==> src/rtl/clk_div_pkg.sv <==
// -----------------------------------------------------------------------------
// clk_div_pkg
// Shared constants and types for the multi-channel clock divider.
//   CNT_W_DEF        : default half-period counter / divisor width
//   DEF_HALF_1HZ_50M : reset half-period minus 1 giving 1 Hz from 50 MHz
//   half_t           : half-period value at the default width
// -----------------------------------------------------------------------------
package clk_div_pkg;

  localparam int          CNT_W_DEF        = 26;
  localparam int unsigned DEF_HALF_1HZ_50M = 24_999_999;

  typedef logic [CNT_W_DEF-1:0] half_t;

endpackage

==> src/rtl/clk_div_ch.sv <==
// -----------------------------------------------------------------------------
// clk_div_ch
// One divider channel: half-period counter, active and shadow divisors,
// pending flag and registered 50%-duty output.
// Optional macro CLK_DIV_TICK_EN adds a one-cycle 'tick' pulse on each
// rising edge of clk_out.
// Ports:
//   clk      in   system clock
//   rst      in   asynchronous active-high reset
//   en       in   channel run enable
//   we       in   divisor write strobe, already decoded for this channel
//   wdata    in   new half-period minus 1
//   restart  in   realign to phase 0
//   clk_out  out  divided clock (flop output)
//   pending  out  shadow divisor written but not yet applied
//   tick     out  (CLK_DIV_TICK_EN only) pulse with each 0->1 of clk_out
// -----------------------------------------------------------------------------
module clk_div_ch
  import clk_div_pkg::*;
#(
  parameter int               CNT_W    = CNT_W_DEF,
  parameter logic [CNT_W-1:0] DEF_HALF = CNT_W'(DEF_HALF_1HZ_50M)
) (
  input  logic             clk,
  input  logic             rst,
  input  logic             en,
  input  logic             we,
  input  logic [CNT_W-1:0] wdata,
  input  logic             restart,
  output logic             clk_out,
`ifdef CLK_DIV_TICK_EN
  output logic             tick,
`endif
  output logic             pending
);

  logic [CNT_W-1:0] cnt;
  logic [CNT_W-1:0] h_act;
  logic [CNT_W-1:0] h_sh;
  logic             boundary;
  logic             apply;

  // Restart outranks a boundary toggle, so a boundary only counts while the
  // channel is running and not being realigned.
  assign boundary = en && !restart && (cnt == h_act);

  // The active divisor may only change where the counter restarts from 0,
  // which keeps every half period whole.
  assign apply = restart || !en || boundary;

  always_ff @(posedge clk or posedge rst) begin
    if (rst) begin
      cnt     <= '0;
      clk_out <= 1'b0;
    end else if (restart || !en) begin
      cnt     <= '0;
      clk_out <= 1'b0;
    end else if (cnt == h_act) begin
      cnt     <= '0;
      clk_out <= ~clk_out;
    end else begin
      cnt     <= cnt + CNT_W'(1);
    end
  end

  // A write in the same cycle as an apply: the apply takes the old shadow
  // (non-blocking read), the new value lands in the shadow and the later
  // pending<=1 wins, so it waits for the following boundary.
  always_ff @(posedge clk or posedge rst) begin
    if (rst) begin
      h_act   <= DEF_HALF;
      h_sh    <= DEF_HALF;
      pending <= 1'b0;
    end else begin
      if (apply && pending) begin
        h_act   <= h_sh;
        pending <= 1'b0;
      end
      if (we) begin
        h_sh    <= wdata;
        pending <= 1'b1;
      end
    end
  end

`ifdef CLK_DIV_TICK_EN
  // Registered alongside clk_out so it is high exactly in the first cycle
  // clk_out reads 1.
  always_ff @(posedge clk or posedge rst) begin
    if (rst) begin
      tick <= 1'b0;
    end else begin
      tick <= boundary && !clk_out;
    end
  end
`endif

endmodule

==> src/rtl/clk_div_multi.sv <==
// -----------------------------------------------------------------------------
// clk_div_multi
// Multi-channel programmable clock divider. Each channel emits a 50%-duty
// divided clock whose half period (H+1 cycles) can be rewritten at runtime;
// new divisors take effect glitch-free at the next half-period boundary.
// Optional macro CLK_DIV_TICK_EN adds the 'tick' output.
// Ports:
//   clk          in   system clock
//   rst          in   asynchronous active-high reset
//   ch_en        in   per-channel run enable
//   cfg_we       in   one-cycle divisor write strobe
//   cfg_ch       in   target channel (out-of-range writes are ignored)
//   cfg_half     in   new half-period minus 1
//   sync_restart in   realign all channels to phase 0
//   clk_out      out  divided clocks, registered
//   cfg_pending  out  per-channel shadow-not-yet-applied flag
//   tick         out  (CLK_DIV_TICK_EN only) rising-edge pulse per channel
// -----------------------------------------------------------------------------
module clk_div_multi
  import clk_div_pkg::*;
#(
  parameter int          NUM_CH   = 4,
  parameter int          CNT_W    = CNT_W_DEF,
  parameter int unsigned DEF_HALF = DEF_HALF_1HZ_50M,
  localparam int         CH_W     = (NUM_CH > 1) ? $clog2(NUM_CH) : 1
) (
  input  logic              clk,
  input  logic              rst,
  input  logic [NUM_CH-1:0] ch_en,
  input  logic              cfg_we,
  input  logic [CH_W-1:0]   cfg_ch,
  input  logic [CNT_W-1:0]  cfg_half,
  input  logic              sync_restart,
  output logic [NUM_CH-1:0] clk_out,
`ifdef CLK_DIV_TICK_EN
  output logic [NUM_CH-1:0] tick,
`endif
  output logic [NUM_CH-1:0] cfg_pending
);

  for (genvar i = 0; i < NUM_CH; i++) begin : g_ch
    logic we_ch;

    // An index beyond NUM_CH-1 matches no channel, so such writes vanish.
    assign we_ch = cfg_we && (cfg_ch == CH_W'(i));

    clk_div_ch #(
      .CNT_W    (CNT_W),
      .DEF_HALF (CNT_W'(DEF_HALF))
    ) u_ch (
      .clk      (clk),
      .rst      (rst),
      .en       (ch_en[i]),
      .we       (we_ch),
      .wdata    (cfg_half),
      .restart  (sync_restart),
      .clk_out  (clk_out[i]),
`ifdef CLK_DIV_TICK_EN
      .tick     (tick[i]),
`endif
      .pending  (cfg_pending[i])
    );
  end

endmodule

==> config.mk <==
export PLATFORM = sky130hd
export DESIGN_NAME = clk_div_multi
export DESIGN_NICKNAME = d
export VERILOG_FILES = /design/src/rtl/clk_div_pkg.sv /design/src/rtl/clk_div_ch.sv /design/src/rtl/clk_div_multi.sv
export SDC_FILE = /design/constraint.sdc
export NUM_CORES = 1
export LEC_CHECK = 0
export CAP_MARGIN = 20
export CORE_MARGIN = 4
export CORE_UTILIZATION = 45
export CTS_CLUSTER_DIAMETER = 60
export DETAILED_ROUTE_END_ITERATION = 8
export SYNTH_ARGS = -nofsm -noshare
export SYNTH_HDL_FRONTEND = slang
export SYNTH_SLANG_ARGS = --single-unit
==> constraint.sdc <==
create_clock -name clk -period 21.7 [get_ports clk]
set_input_delay 4.34 -clock clk [delete_from_list [all_inputs] [get_ports clk]]
set_output_delay 4.34 -clock clk [all_outputs]
set_load 0.01 [all_outputs]
## Yosys cells after proc, flatten, opt, wreduce, memory -nomap -nowiden

Cells that the tools add are included.

- $add $sub $neg: 4
- $mul: 0
- Div/mod/pow operators: 0
- $lt $le $gt $ge: 0
- Eq/ne operators: 7
- Shifts and indexed selects: 0
- Mux-type cells: 24
- Bitwise gates (word level): 4
- Reduce and logical (&&, ||, !) cells: 38

Operator list:

| kind | number |
|---|---|
| $mux 26 | 8 |
| $add 26x1->26 const B | 4 |
| $eq 26x26->1 | 4 |
| $logic_and 1x1->1 | 16 |
| $mux 1 | 16 |
| $reduce_bool 2->1 | 8 |
| $logic_or 1x1->1 | 8 |
| $logic_not 1->1 | 5 |
| $eq 2x2->1 const B | 2 |
| $not 1->1 | 4 |
| $eq 2x1->1 const B | 1 |
| $logic_not 2->1 | 1 |

- Register bits: 320
- Bits in latches: 0
- RAM bits: 0
- Memory bits (read-only): 0
- Word-level logic and storage cells: 97
- Memories kept: 0

## Depth between registers and ports, before layout

- Word-level depth: 7
- Mapped depth: 8

## By module

From an unflattened synthesis, not the netlist that was laid out.

- Cells, all modules: 1116
- Area, all modules: 14796.7 sq um

By module, submodules not included:

| module | times used | cells an instance | area an instance (sq um) | seq. area each (sq um) |
|---|---|---|---|---|
| clk_div_ch | 4 | 278 | 3689.8 | 2044.5 |
| clk_div_multi | 1 | 4 | 37.5 | 0.0 |

## Worst setup path before layout

OpenSTA, ideal clock, no wires.

- Path type: input to register
- From: input port cfg_ch[1]
- To: register g_ch[0].u_ch.h_sh[10]
- Setup time: 125 ps
- Arrival time: 5549 ps
- Data required time: 21575 ps
- Path slack: 16027 ps
- Stages: 4
- Buffers on the path: 2
- Path through: nor3b_1 > clkbuf_1 > clkbuf_1 > mux2_2

- Word-level cells in the longest chain between the ends: 2

Ends and longest elaborated chain:

| item | line | source |
|---|---|---|
| start, declared | clk_div_multi.sv:31 | `input logic [CH_W-1:0] cfg_ch,` |
| $logic_not 2->1 | clk_div_multi.sv:45 | `assign we_ch = cfg_we && (cfg_ch == CH_W'(i));` |
| $logic_and 1x1->1 | clk_div_multi.sv:45 |  |
| end signal, assigned | clk_div_ch.sv:80 | `h_sh <= wdata;` |
| end, declared | clk_div_ch.sv:39 | `logic [CNT_W-1:0] h_sh;` |

Every way passes these cells.
A chain may end at the register's enable or synchronous reset.

==> flow_metrics.tcl <==
set metrics [dict create \
    outcome "complete, no violations" \
    cts_max_level 2 \
    top_usage_layer "met2" \
    critical-path-slowest-cell "buf_4" \
    die_h_um 188 \
    fin_util_pct 52.0 \
    grt_max_degree 129 \
    cts_resized 0 \
    synth_nets 1184 \
    ys_seq_elements 320 \
    rsz0062_at_grt "false" \
    syn_area_sq_mm 0.0146 \
    cpMostUsedCell "buf_4" \
    crit_required_ns 22.24 \
    critPathCaptureType "async pin" \
    ys_warn_count 0 \
    clockBufferDepth 3 \
    antenna_found_initial 2 \
    io_pins 44 \
    wire_per_inst_um 19.2 \
    dp.cells 1586 \
    use_met1_pct 27.3 \
    yosysUniqueCellTypes 39 \
    path_cells "clkdlybuf4s50_1 > inv_8 > buf_4 > buf_4" \
    start_util_pct 45.9 \
    slew_headroom_pct 37.8 \
    crit_fanout 128 \
    reg2reg_slack_ns 19.05 \
    cts_buffers 35 \
    yosysSeqAreaShare_pct 56.0 \
    power_mw 1.67 \
    num_vias 8476 \
    finalSetupTns_ns 0 \
    cts.reportedPaths.clkPinSlew_ns 0.06 \
    synthTopCellsByArea "dfrtp_1 32%, dfstp_2 24%, xor2_1 10%" \
    multi_input_area_sq_mm 0.00605 \
    via_per_inst 5.14 \
    drc_errors 0 \
    path_delay_family "buffers and inverters" \
    postSynthAreaPerCell_sq_um 12.8 \
    grt.overflow.total 0 \
    place_area_sq_mm 0.0154 \
    cp-start-kind "input port" \
    syn_to_final_growth_pct 13.3 \
    design_area_sq_mm 0.0165 \
    crit_path_max_incr_delay_ns 0.81 \
    worstReg2RegEnd "g_ch[2].u_ch.pending" \
    rows 65 \
    maxSlewViolCount 0 \
    seq_area_sq_mm 0.00818 \
    period_share_pct 30.7 \
    cp.arrival_ns 7.20 \
    min_from "g_ch[0].u_ch.h_sh[7]" \
    p_leak_nw 7.08 \
    cts_root_buf "clkbuf_16" \
    skew_ns 0.00788 \
    synthCells 1144 \
    portBuffers 43 \
    insertion_delay_ns 0.51 \
    met2_usage_pct 27.8 \
    setup_viol 0 \
    met3_usage_pct 2.64 \
    cts_tree "built" \
    die-area_sq_mm 0.0354 \
    synth_largest_area_cell "dfrtp_1" \
    n_fill_cell 2777 \
    drtIter0Drc 358 \
    tightest_slew_ns 0.925 \
    gp_congestion 0.785 \
    vdd_ir_drop_max_mv 0.0570 \
    min_period_ns 6.66 \
    hold_viol 0 \
    first_pass_iters 4 \
    core-area_sq_mm 0.0318 \
    cap_violations 0 \
    grt_usage_pct 18.1 \
    r2r_cells 6 \
    hold_path_depth 1 \
    antenna_left 0 \
    clock-sinks 320 \
    power_density_mw_per_mm2 101 \
    hold_class "flip-flop to flip-flop" \
    grt_pass1_wl_um 50800 \
    hpwlAfterDp_um 20800 \
    fmax_ghz 0.150 \
    reg2reg_from "g_ch[2].u_ch.cnt[7]" \
    die_w_um 188 \
    hold_end "g_ch[0].u_ch.h_act[7]" \
    cts_setup_buffers 0 \
    path_buf_inv 4 \
    synth_top_area_share_pct 31.5 \
    worstSetupPathType "input port to async pin" \
    final_cells 1650 \
    grt_pass1_vias 8817 \
    nNetsFinal 1228 \
    cts_hold_buf 0 \
    wl_um 31600 \
    final_layout_size_suffix_gt1_share_pct 30.7 \
]
-- how the worst max path moves through the flow --
stage | startpoint | end | cells past startpoint
after floorplan | rst | g_ch[0].u_ch.clk_out | 1
after global placement | rst | g_ch[3].u_ch.cnt[25] | 4
after detailed placement | rst | g_ch[3].u_ch.clk_out | 4
after CTS | rst | g_ch[3].u_ch.clk_out | 4
after global routing | rst | g_ch[3].u_ch.clk_out | 4
final | rst | g_ch[3].u_ch.h_sh[17] | 4
-- cells by family (layout without fill, tap and decap cells) --
| logic type | count (synthesis) | in the layout | share of synthesized area, % |
|---|---|---|---|
| AND/OR/NAND/NOR | 322 | 322 | 11.1 |
| flip-flops | 320 | 320 | 56.0 |
| multiplexers | 208 | 208 | 17.0 |
| XOR/XNOR | 200 | 200 | 12.0 |
| buffers and inverters | 70 | 140 | 2.61 |
| AO/OA/AOI/OAI | 20 | 20 | 0.943 |
| adder cells (fa/ha/maj) | 4 | 4 | 0.343 |
| other | 0 | 1 | 0 |
-- power breakdown --
part           total (mW)  internal (mW)  switching [mW]
logic               0.229          0.137          0.0925
clock network       0.592          0.354           0.238
registers           0.844          0.762          0.0817
total                1.67           1.25           0.412
-- Yosys cell counts --
library cell  count
and2_1            3
and3_1           17
and4_1           10
buf_1             5
buf_2             7
buf_4             9
buf_6            10
clkbuf_1         22
dfrtp_1         184
dfstp_2         136
ha_1              4
inv_1            17
mux2_1           47
mux2_2          122
mux2_4           39
nand2_1          26
nand2b_1          8
nand3_1          45
nand3b_1          2
nand4_1          35
nand4b_1          1
nor2_1          124
nor2b_1           4
nor3_1           10
nor3b_1           1
nor4_1           30
nor4b_1           1
nor4b_2           1
o211ai_1          4
o21ai_0           3
o21ai_1           4
o21bai_1          1
o31a_1            4
o31ai_1           4
or2_2             2
or3_1             1
or4_1             1
xnor2_1          34
xor2_1          166
-- registers in the layout, summed over array words and instances (netlist names) --
signal	cells
g_ch.u_ch.h_sh	104
g_ch.u_ch.cnt	104
g_ch.u_ch.clk_out	4
g_ch.u_ch.h_act	104
g_ch.u_ch.pending	4
-- final cells by class --
class / instances / area share, %
Clock inverter: 12 / 0.711
Antenna cell: 1 / 0.0151
Timing Repair Buffer: 60 / 3.36
Sequential cell: 320 / 49.4
Multi-Input combinational cell: 754 / 36.5
Tap cell: 435 / 3.29
Inverter: 17 / 0.431
Clock buffer: 51 / 6.22
-- layout by cell type (no fill, tap or decap), drive strengths merged, types with 2 or more instances in the layout --
cell	netlist	final
and2	3	3
and3	17	17
and4	10	10
buf	31	17
bufinv	0	2
clkbuf	22	51
clkdlybuf4s50	0	43
clkinv	0	7
clkinvlp	0	3
dfrtp	184	184
dfstp	136	136
ha	4	4
inv	17	17
mux2	208	208
nand2	26	26
nand2b	8	8
nand3	45	45
nand3b	2	2
nand4	35	35
nor2	124	124
nor2b	4	4
nor3	10	10
nor4	30	30
nor4b	2	2
o211ai	4	4
o21ai	7	7
o31a	4	4
o31ai	4	4
or2	2	2
xnor2	34	34
xor2	166	166
-- metrics by stage --
stage,hold WS (ns),setup slack [ns]
floorplan,0.452,8.73
global placement,0.459,14.39
detailed placement,0.469,14.32
CTS,0.483,14.88
global route,0.499,14.61
finish,0.482,15.04
-- layer usage --
layer	wire, um	vias to the layer above
li1	-	4011
met1	15400	4294
met2	14300	129
met3	1350	42
met4	543	0
met5	0	-
-- worst register-to-register path, stage by stage (launching register included) --
cell and delay [ns]:
dfrtp_1 0.44, xor2_1 0.19, nor4_1 0.42, nand4_1 0.30, o21ai_1 0.69, buf_4 0.36, o21ai_0 0.10
Note: power is estimated with default switching activity, not from simulation.
